<file path="src/rtl/scroll_msg_display_pkg.sv">
// scroll_pkg: shared constants for the scrolling message display.
//   SYM_W      symbol width ([4] = blank flag, [3:0] = hex digit)
//   SYM_BLANK  symbol that renders as an unlit digit
//   SEG_OFF    active-low segment pattern with every segment off
//   MSG_RST*   power-up message image ("dE1" followed by blanks)
package scroll_pkg;

  localparam int             SYM_W     = 5;
  localparam logic [SYM_W-1:0] SYM_BLANK = 5'h10;
  localparam logic [6:0]     SEG_OFF   = 7'h7F;

  localparam logic [SYM_W-1:0] MSG_RST0 = 5'h0D;
  localparam logic [SYM_W-1:0] MSG_RST1 = 5'h0E;
  localparam logic [SYM_W-1:0] MSG_RST2 = 5'h01;

  // Reset-image symbol for a given message slot.
  function automatic logic [SYM_W-1:0] rst_sym(input int slot);
    case (slot)
      0:       rst_sym = MSG_RST0;
      1:       rst_sym = MSG_RST1;
      2:       rst_sym = MSG_RST2;
      default: rst_sym = SYM_BLANK;
    endcase
  endfunction

endpackage

</file>
<file path="src/rtl/scroll_msg_display_if.sv">
// scroll_msg_display_if: control/write/display bundle of the scroller.
//   run, dir, speed          scroll control (from switches/keys)
//   wr_en, wr_addr, wr_data  message write port
//   seg, offset, step        display outputs
// master = board/controller side, slave = scroll_msg_display.
interface scroll_msg_display_if
  import scroll_pkg::*;
#(
  parameter int DIGITS = 6,
  parameter int AW     = 3
);
  logic                run;
  logic                dir;
  logic [1:0]          speed;
  logic                wr_en;
  logic [AW-1:0]       wr_addr;
  logic [SYM_W-1:0]    wr_data;
  logic [7*DIGITS-1:0] seg;
  logic [AW-1:0]       offset;
  logic                step;

  modport master (
    output run, dir, speed, wr_en, wr_addr, wr_data,
    input  seg, offset, step
  );

  modport slave (
    input  run, dir, speed, wr_en, wr_addr, wr_data,
    output seg, offset, step
  );
endinterface

</file>
<file path="src/rtl/scroll_msg_display_seg7_hex_decode.sv">
// seg7_hex_decode: combinational symbol to 7-segment decoder.
//   sym_i  5-bit symbol; bit 4 set blanks the digit
//   seg_o  active-low segments, bit order gfedcba
module seg7_hex_decode
  import scroll_pkg::*;
(
  input  logic [SYM_W-1:0] sym_i,
  output logic [6:0]       seg_o
);
  always_comb begin
    seg_o = SEG_OFF;
    if (!sym_i[4]) begin
      case (sym_i[3:0])
        4'h0: seg_o = 7'h40;
        4'h1: seg_o = 7'h79;
        4'h2: seg_o = 7'h24;
        4'h3: seg_o = 7'h30;
        4'h4: seg_o = 7'h19;
        4'h5: seg_o = 7'h12;
        4'h6: seg_o = 7'h02;
        4'h7: seg_o = 7'h78;
        4'h8: seg_o = 7'h00;
        4'h9: seg_o = 7'h10;
        4'hA: seg_o = 7'h08;
        4'hB: seg_o = 7'h03;
        4'hC: seg_o = 7'h46;
        4'hD: seg_o = 7'h21;
        4'hE: seg_o = 7'h06;
        4'hF: seg_o = 7'h0E;
        default: seg_o = SEG_OFF;
      endcase
    end
  end
endmodule

</file>
<file path="src/rtl/scroll_msg_display.sv">
// scroll_msg_display: scrolling message driver for a bank of active-low
// 7-segment digits. A circular buffer of MSG_LEN symbols is shown through
// a DIGITS-wide window whose start index advances once per prescaler step.
//   CLOCK_50  system clock
//   reset     synchronous active-high reset (restores message image too)
//   bus       scroll_msg_display_if.slave (run/dir/speed, write port,
//             seg/offset/step outputs)
// Build option: SCROLL_BOUNCE_EN replaces wrap-around with ping-pong
// scrolling driven by an internal direction register (dir port ignored).
module scroll_msg_display
  import scroll_pkg::*;
#(
  parameter int TICK_DIV = 50_000_000,
  parameter int DIGITS   = 6,
  parameter int MSG_LEN  = 8,
  parameter int AW       = $clog2(MSG_LEN)
)(
  input logic                  CLOCK_50,
  input logic                  reset,
  scroll_msg_display_if.slave  bus
);
  localparam int CW = $clog2(TICK_DIV);

  logic [CW-1:0]       cnt_q, cnt_d;
  logic [AW-1:0]       offset_q, offset_d;
  logic                step_q;
  logic                tick;
  logic [31:0]         lim;
  logic [SYM_W-1:0]    msg_q [MSG_LEN];
  logic [7*DIGITS-1:0] seg_q, seg_d;

  // Prescaler. The >= compare lets a speed-up mid-count fire immediately.
  always_comb begin
    lim   = (32'(TICK_DIV) >> bus.speed) - 32'd1;
    tick  = bus.run && (32'(cnt_q) >= lim);
    cnt_d = cnt_q;
    if (bus.run) cnt_d = tick ? '0 : cnt_q + 1'b1;
  end

`ifdef SCROLL_BOUNCE_EN
  logic dir_q, dir_d;
  logic unused_dir;
  assign unused_dir = bus.dir;

  always_comb begin
    dir_d    = dir_q;
    offset_d = offset_q;
    if (tick && (MSG_LEN > DIGITS)) begin
      if (!dir_q) begin
        if (offset_q == AW'(MSG_LEN - DIGITS)) begin
          dir_d    = 1'b1;
          offset_d = offset_q - 1'b1;
        end else begin
          offset_d = offset_q + 1'b1;
        end
      end else begin
        if (offset_q == '0) begin
          dir_d    = 1'b0;
          offset_d = offset_q + 1'b1;
        end else begin
          offset_d = offset_q - 1'b1;
        end
      end
    end
  end

  always_ff @(posedge CLOCK_50) begin
    if (reset) dir_q <= 1'b0;
    else       dir_q <= dir_d;
  end
`else
  always_comb begin
    offset_d = offset_q;
    if (tick) begin
      if (!bus.dir)
        offset_d = (offset_q == AW'(MSG_LEN - 1)) ? '0 : offset_q + 1'b1;
      else
        offset_d = (offset_q == '0) ? AW'(MSG_LEN - 1) : offset_q - 1'b1;
    end
  end
`endif

  always_ff @(posedge CLOCK_50) begin
    if (reset) begin
      cnt_q    <= '0;
      offset_q <= '0;
      step_q   <= 1'b0;
    end else begin
      cnt_q    <= cnt_d;
      offset_q <= offset_d;
      step_q   <= tick;
    end
  end

  always_ff @(posedge CLOCK_50) begin
    if (reset) begin
      for (int i = 0; i < MSG_LEN; i++) msg_q[i] <= rst_sym(i);
    end else if (bus.wr_en && (32'(bus.wr_addr) < 32'(MSG_LEN))) begin
      msg_q[bus.wr_addr] <= bus.wr_data;
    end
  end

  // While reset is high the decoders see the reset image at offset 0, so
  // seg_q lands on the reset picture at the same edge as everything else.
  for (genvar k = 0; k < DIGITS; k++) begin : g_digit
    logic [AW-1:0]    win_idx;
    logic [SYM_W-1:0] sym;

    assign win_idx = AW'((32'(offset_q) + 32'(DIGITS - 1 - k)) % 32'(MSG_LEN));
    assign sym     = reset ? rst_sym(DIGITS - 1 - k) : msg_q[win_idx];

    seg7_hex_decode u_dec (
      .sym_i (sym),
      .seg_o (seg_d[7*k +: 7])
    );
  end

  always_ff @(posedge CLOCK_50) begin
    seg_q <= seg_d;
  end

  assign bus.seg    = seg_q;
  assign bus.offset = offset_q;
  assign bus.step   = step_q;

endmodule

</file>
<file path="src/flat_wrapper.sv">
// flat-port wrapper written by rule: the top's interface ports become plain ports
module scroll_msg_display_flat import scroll_pkg::*;
#(
  parameter int TICK_DIV = 50_000_000,
  parameter int DIGITS   = 6,
  parameter int MSG_LEN  = 8,
  parameter int AW       = $clog2(MSG_LEN)
)
  (CLOCK_50, reset, bus_run, bus_dir, bus_speed, bus_wr_en, bus_wr_addr, bus_wr_data, bus_seg, bus_offset, bus_step);
  scroll_msg_display_if #(.DIGITS(DIGITS), .AW(AW)) bus_i ();
  input logic CLOCK_50;
  input logic reset;
  input wire logic [$bits(bus_i.run)-1:0] bus_run;
  input wire logic [$bits(bus_i.dir)-1:0] bus_dir;
  input wire logic [$bits(bus_i.speed)-1:0] bus_speed;
  input wire logic [$bits(bus_i.wr_en)-1:0] bus_wr_en;
  input wire logic [$bits(bus_i.wr_addr)-1:0] bus_wr_addr;
  input wire logic [$bits(bus_i.wr_data)-1:0] bus_wr_data;
  output wire logic [$bits(bus_i.seg)-1:0] bus_seg;
  output wire logic [$bits(bus_i.offset)-1:0] bus_offset;
  output wire logic [$bits(bus_i.step)-1:0] bus_step;
  assign bus_i.run = bus_run;
  assign bus_i.dir = bus_dir;
  assign bus_i.speed = bus_speed;
  assign bus_i.wr_en = bus_wr_en;
  assign bus_i.wr_addr = bus_wr_addr;
  assign bus_i.wr_data = bus_wr_data;
  assign bus_seg = bus_i.seg;
  assign bus_offset = bus_i.offset;
  assign bus_step = bus_i.step;
  scroll_msg_display #(.TICK_DIV(TICK_DIV), .DIGITS(DIGITS), .MSG_LEN(MSG_LEN), .AW(AW)) u_core (.CLOCK_50(CLOCK_50), .reset(reset), .bus(bus_i));
endmodule
</file>
<file path="config.mk">
export PLATFORM = sky130hd
export DESIGN_NAME = scroll_msg_display_flat
export DESIGN_NICKNAME = d
export VERILOG_FILES = /design/src/rtl/scroll_msg_display_pkg.sv /design/src/rtl/scroll_msg_display_if.sv /design/src/rtl/scroll_msg_display_seg7_hex_decode.sv /design/src/rtl/scroll_msg_display.sv /design/src/flat_wrapper.sv
export SDC_FILE = /design/constraint.sdc
export NUM_CORES = 1
export LEC_CHECK = 0
export CAP_MARGIN = 40
export CORE_UTILIZATION = 55
export DETAILED_ROUTE_END_ITERATION = 16
export HOLD_SLACK_MARGIN = 0.08
export PLACE_DENSITY = 0.87
export SYNTH_ARGS = -nofsm -noshare
export SYNTH_HDL_FRONTEND = slang
export SYNTH_HIERARCHICAL = 1
export SYNTH_SLANG_ARGS = --single-unit
</file>
<file path="constraint.sdc">
create_clock -name CLOCK_50 -period 12.65 [get_ports CLOCK_50]
set_clock_uncertainty 0.05 [all_clocks]
set_input_delay 1.265 -clock CLOCK_50 [delete_from_list [all_inputs] [get_ports CLOCK_50]]
set_output_delay 1.265 -clock CLOCK_50 [all_outputs]
set_load 0.02 [all_outputs]
</file>
==> impl_metrics.json, run 1 <==
{
  "dp_cells": 942,
  "yosys.area_share.simple_pct": 16.1,
  "min_period_over_period_pct": 32.6,
  "p_leak_nw": 3.53,
  "antenna_found_initial": 0,
  "area_growth_syn_to_layout_pct": 15.5,
  "power_density_nw_per_um2": 116,
  "fin_nets": 865,
  "syn_avg_cell_area_sq_um": 10.8,
  "hold_viol_final": 0,
  "drc": 0,
  "cp.arrival_ns": 4.42,
  "dieWidth_microns": 122,
  "max-vdd-ir-drop_v": 0.000101,
  "core_sq_um": 14000,
  "final_cells": 974,
  "cts_setup_buffers": 0,
  "syn_area_sq_um": 7940,
  "seq_area_frac_synth_pct": 34.0,
  "drt_wl_total_microns": 18000,
  "grt_pass1_wl_microns": 29200,
  "crit_slowest_cell": "a311o_2",
  "cts.sinks": 115,
  "synth_edf_count": 40,
  "dp_hpwl_microns": 12900,
  "finalMaxSlewViolations": 0,
  "status": "complete, no violations",
  "portBuffers": 60,
  "worstSkewPairLatency_ns": 0.42,
  "post_drt_wl_per_cell_microns": 18.5,
  "ios": 61,
  "cts_buffer_depth": 2,
  "ys_seq_elements": 115,
  "viasPerCell": 6.23,
  "drive_above_1_share_pct": 15.6,
  "worst_slack_ns": 8.53,
  "start_kind": "input pin",
  "first_pass_iters": 7,
  "critPathMaxStageDelay_ns": 0.63,
  "dp_slack_ns": 8.27,
  "grtUsageTotal_pct": 25.6,
  "ys_types": 58,
  "post-synth-top-count-cell": "dfxtp_1",
  "yosys_warnings": 6,
  "cp-end-kind": "register",
  "place.gp.congestion": 0.905,
  "drt_iter0_drc": 668,
  "rsz0062_at_grt": "false",
  "synth_top_family_by_area": "multiplexers",
  "setup_viol": 0,
  "grt_pass1_vias": 5865,
  "synth-adder-area-share_pct": 10.9,
  "worstMarginPinSlew_ns": 0.927,
  "clkTransAtPathRegs_ns": 0.05,
  "r2r.worst_path.cells": 10,
  "synth_xor_xnor_area_share_pct": 2.65,
  "cp_cell_sequence": "clkdlybuf4s50_1, nor2_1, inv_1, ha_1, ha_1, nand4_1, o22ai_1, a211oi_1, o211ai_2, a311o_2, nor2_1",
  "rows": 43,
  "cts_resized": 0,
  "max_freq_ghz": 0.242,
  "synth_top_area_share_pct": 18.9,
  "timing.final.crit_period_ns": 4.12,
  "holdBufCountCts": 0,
  "initial_core_util_pct": 56.8,
  "async_flop_share_pct": 0,
  "synth_commonest_cells": "dfxtp_1 (75), nor2_1 (69), ha_1 (68)",
  "max_slew_margin_pct": 38.0,
  "die-area_sq_um": 14900,
  "critical_path_required_ns": 12.95,
  "yosysTopAreaCell": "dfxtp_1",
  "overflow": 0,
  "cts_tree": "built",
  "critPathKind": "in -> reg",
  "synthFlopType": "dfxtp_1",
  "diodes": 0,
  "postSynthCellCount": 736,
  "mappedNetlistNets": 819,
  "grt_max_degree": 38,
  "cts_root_buf": "clkbuf_16",
  "ant_nets": 0,
  "htreeDepth": 4,
  "hold_class": "reg -> reg",
  "crit_fanout": 22,
  "synth_compound_area_share_pct": 8.74,
  "hold_depth": 2,
  "synthMuxAreaShare_pct": 22.6,
  "cts_made_buffers": 17,
  "maxCapViolCount": 0,
  "finalSetupTns_ns": 0,
  "die_y_microns": 122,
  "num_vias": 6069,
  "synthTopCellsByArea": "dfxtp_1 (19%), edfxtp_1 (15%), mux4_2 (14%), ha_1 (11%), mux2i_1 (6.3%)"
}
## power breakdown
group          switching [mW]  internal [mW]
logic                  0.0818         0.0709
registers              0.0197          0.407
clock network           0.162          0.324
## flip-flops by register name, summed over array words and instances (netlist names), named ones only
signal	flops
u_core/bus.seg	42
u_core/cnt_q	26
u_core/bus.offset	3
u_core/bus.step	1
u_core/msg_q	40
## path summary, 6_finish.rpt
check	start	end	slack (ns)
worst max-delay path	bus_speed[0]	u_core/cnt_q[13]$_SDFFE_PP0P_	8.53
worst min-delay path	u_core/cnt_q[1]$_SDFFE_PP0P_	u_core/cnt_q[1]$_SDFFE_PP0P_	0.45
worst max register to register	u_core/bus.offset[0]$_SDFFE_PP0P_	u_core/bus.seg[29]$_DFF_P_	8.58
worst min register to register	u_core/cnt_q[1]$_SDFFE_PP0P_	u_core/cnt_q[1]$_SDFFE_PP0P_	0.45
## layout by cell type, fill, tap and decap left out, types with 6 or more instances in the layout
cell type	synthesis	routed
dfxtp_1	75	74
nor2_1	69	69
ha_1	68	68
clkdlybuf4s50_1	0	60
nand2_1	50	50
mux4_2	50	50
mux2i_1	50	50
edfxtp_1	40	40
inv_1	31	31
nor3_1	18	18
clkbuf_16	0	17
nor2b_1	16	16
and2_1	15	15
xor2_1	15	15
nand2b_1	15	15
or2_2	13	13
nand3_1	13	13
a21oi_1	12	12
nand4_1	12	12
mux2_1	12	12
a32oi_1	12	12
a221o_1	12	12
xnor2_1	9	9
and3_1	8	8
nor4_1	7	7
o21ai_0	7	7
a211o_1	7	7
o221ai_1	7	7
nand2_2	6	6
a311o_1	6	6
## worst max-delay path: cells and delay by family
kind / cells / cell delay (ns)
fa+ha+maj: 2 / 0.59
compound gates: 4 / 1.32
simple gates: 3 / 0.60
buf+inv: 2 / 0.64
## logic make-up after synthesis
kind of cell    count (synthesis)
compound gates                 83
xor+xnor                       24
fa+ha+maj                      69
buf+inv                        73
flops                         115
mux                           115
other cells                     2
simple gates                  255
## cell type report
class / instances / area (sq um)
fillers: 995 / 4810
repair buffers: 67 / 673
flip-flops and latches: 115 / 2700
inverters: 33 / 124
clock inverters: 13 / 166
multi-input cells: 548 / 4850
well taps: 180 / 225
clock buffers: 18 / 429
## per-layer routing
layer | GRT usage [%] | share of wire, % | wire length [microns] | up-vias
met2 | 41.8 | 48 | 8730 | 321
met3 | 6.93 | 8.8 | 1580 | 42
li1 | - | - | - | 2824
met5 | 0 | 0 | 0 | -
met4 | 11.2 | 2.7 | 492 | 0
met1 | 31.8 | 40 | 7200 | 2882
## through the flow
stage	hold WS (ns)	area (sq um)	total power, mW	utilization [%]
after global placement	0.425	8530	0.574	61.0
after floorplan	0.408	7940	0.530	-
final	0.448	9170	1.07	65.6
after detailed placement	0.439	8570	0.582	61.3
after CTS	0.445	9170	1.07	65.5
after global routing	0.480	9170	1.10	65.6
Note: power is estimated with default switching activity, not from simulation.
==> inputs of run 2 (changes only) <==
--- a/config.mk
+++ b/config.mk
@@ -6,10 +6,10 @@
 export NUM_CORES = 1
 export LEC_CHECK = 0
 export CAP_MARGIN = 40
-export CORE_UTILIZATION = 55
+export CORE_UTILIZATION = 54
 export DETAILED_ROUTE_END_ITERATION = 16
 export HOLD_SLACK_MARGIN = 0.08
-export PLACE_DENSITY = 0.87
+export PLACE_DENSITY = 0.89
 export SYNTH_ARGS = -nofsm -noshare
 export SYNTH_HDL_FRONTEND = slang
 export SYNTH_HIERARCHICAL = 1
==> constraint.sdc (replaced) <==
create_clock -name CLOCK_50 -period 3.78 [get_ports CLOCK_50]
set_clock_uncertainty 0.05 [all_clocks]
set_input_delay 0.378 -clock CLOCK_50 [delete_from_list [all_inputs] [get_ports CLOCK_50]]
set_output_delay 0.378 -clock CLOCK_50 [all_outputs]
set_load 0.02 [all_outputs]
==> run 2 against run 1 <==
  * Combinational power grew to 3.4 times the previous value
  * Setup slack got worse by 7.9 ns
  * Non-clock buffer count up 7
  * Critical endpoint is now u_core/bus.seg[29]$_DFF_P_
  * Largest power group unchanged
==> impl_metrics.json, run 2 (synthesis gave the netlist of run 1 again) <==
{
  "busiest_layer": "met2",
  "max-vdd-ir-drop_v": 0.000339,
  "gr-usage-met1_pct": 32.5,
  "viasPerCell": 6.26,
  "ant_nets": 0,
  "layout_common_cells": "dfxtp_1 (74), nor2_1 (69), ha_1 (68), clkdlybuf4s50_1 (60)",
  "critical_path_required_ns": 4.02,
  "dp_hpwl_microns": 13100,
  "die_y_microns": 123,
  "grt_max_degree": 38,
  "fin_nets": 872,
  "place.gp.congestion": 0.890,
  "first_pass_iters": 5,
  "overflow": 0,
  "final_core_util_pct": 65.6,
  "cts_buffer_depth": 2,
  "hold_class": "reg -> reg",
  "drt_wl_total_microns": 18200,
  "finalSetupTns_ns": 0,
  "initial_core_util_pct": 56.4,
  "maxCapViolCount": 0,
  "cp_num_buf_inv": 2,
  "cts_made_buffers": 17,
  "min_period_over_period_pct": 84.7,
  "cp.arrival_ns": 3.44,
  "grt_pass1_wl_microns": 29600,
  "use_met2_pct": 40.2,
  "critPathKind": "reg -> reg",
  "p_leak_nw": 3.58,
  "status": "complete, no violations",
  "start_kind": "register",
  "rows": 43,
  "grt_pass1_vias": 5940,
  "final_common_cell": "dfxtp_1",
  "path_delay_family": "adder cells",
  "fillers": 1005,
  "largest_reg_flops": 42,
  "cp_cell_sequence": "inv_2, ha_1, mux4_2, mux2i_1, nand2_1, inv_1, ha_1, or2_2, a311o_1",
  "p_total_mw": 3.64,
  "clkTransAtPathRegs_ns": 0.06,
  "cp-end-kind": "register",
  "dieWidth_microns": 123,
  "cts_setup_buffers": 0,
  "max_freq_ghz": 0.312,
  "finalMaxSlewViolations": 0,
  "cts.sinks": 115,
  "rsz0062_at_grt": "false",
  "hold_viol_final": 0,
  "drt_iter0_drc": 673,
  "num_vias": 6151,
  "holdBufCountCts": 0,
  "max_slew_margin_pct": 47.5,
  "drive_above_1_share_pct": 16.5,
  "critPathMaxStageDelay_ns": 0.62,
  "post_drt_wl_per_cell_microns": 18.5,
  "power_density_nw_per_um2": 394,
  "worstMarginPinSlew_ns": 0.780,
  "crit_fanout": 10,
  "grtUsageTotal_pct": 25.6,
  "die-area_sq_um": 15200,
  "worstSkewPairLatency_ns": 0.42,
  "diodes": 0,
  "portBuffers": 60,
  "met3_usage_pct": 6.27,
  "ios": 61,
  "crit_start": "u_core/bus.offset[0]$_SDFFE_PP0P_",
  "cts_tree": "built",
  "area_growth_syn_to_layout_pct": 16.3,
  "timing.final.crit_period_ns": 3.20,
  "timing.rr.start": "u_core/bus.offset[0]$_SDFFE_PP0P_",
  "setup_viol": 0,
  "cts_root_buf": "clkbuf_16",
  "htreeDepth": 4,
  "holdCritStartpoint": "u_core/cnt_q[1]$_SDFFE_PP0P_",
  "crit_slowest_cell": "ha_1",
  "critical_path.most_common_cell": "ha_1",
  "drc": 0,
  "core_sq_um": 14100,
  "antenna_found_initial": 0,
  "cts_resized": 0
}
[run 2: power by group]
group	switching, mW	internal (mW)	leakage [nW]
Combinational	0.275	0.241	2.28
Sequential	0.0662	1.36	1.01
Clock	0.542	1.16	0.297
Total	0.883	2.76	3.58
[run 2: final timing paths]
kind | to | slack (ns) | cells after the start
setup / recovery | u_core/bus.seg[29]$_DFF_P_ | 0.58 | 9
hold / removal | u_core/cnt_q[1]$_SDFFE_PP0P_ | 0.43 | 2
setup reg to reg | u_core/bus.seg[29]$_DFF_P_ | 0.58 | 9
hold reg to reg | u_core/cnt_q[1]$_SDFFE_PP0P_ | 0.43 | 2
[run 2: per-layer routing]
layer / vias to the layer above / part of all wire, % / wire [microns]
li1: 2833 / - / -
met1: 2936 / 41 / 7490
met2: 324 / 47 / 8640
met3: 58 / 7.8 / 1410
met4: 0 / 3.6 / 658
met5: - / 0 / 0
[run 2: layout make-up]
cell class / instances / area (sq um) / area share [%]
Timing Repair Buffer: 74 / 706 / 7.64
Clock inverter: 12 / 186 / 2.02
Inverter: 33 / 124 / 1.34
Multi-Input combinational cell: 548 / 4860 / 52.6
Tap cell: 180 / 225 / 2.44
Clock buffer: 20 / 437 / 4.73
Sequential cell: 115 / 2700 / 29.3
[run 2: worst min-delay path: stages (launching register included)]
cell	delay, ns
dfxtp_1	0.32
nand2_1	0.06
a21oi_1	0.05
[run 2: metrics by stage]
step	cell area (sq um)	setup WS, ns	hold WS, ns	std cells
6_report	9240	0.577	0.435	982
4_1_cts	9230	0.571	0.434	981
3_5_place_dp	8610	0.330	0.428	949
2_1_floorplan	7960	0.0666	0.408	736
5_1_grt	9240	0.358	0.488	982
3_3_place_gp	8600	0.481	0.423	948
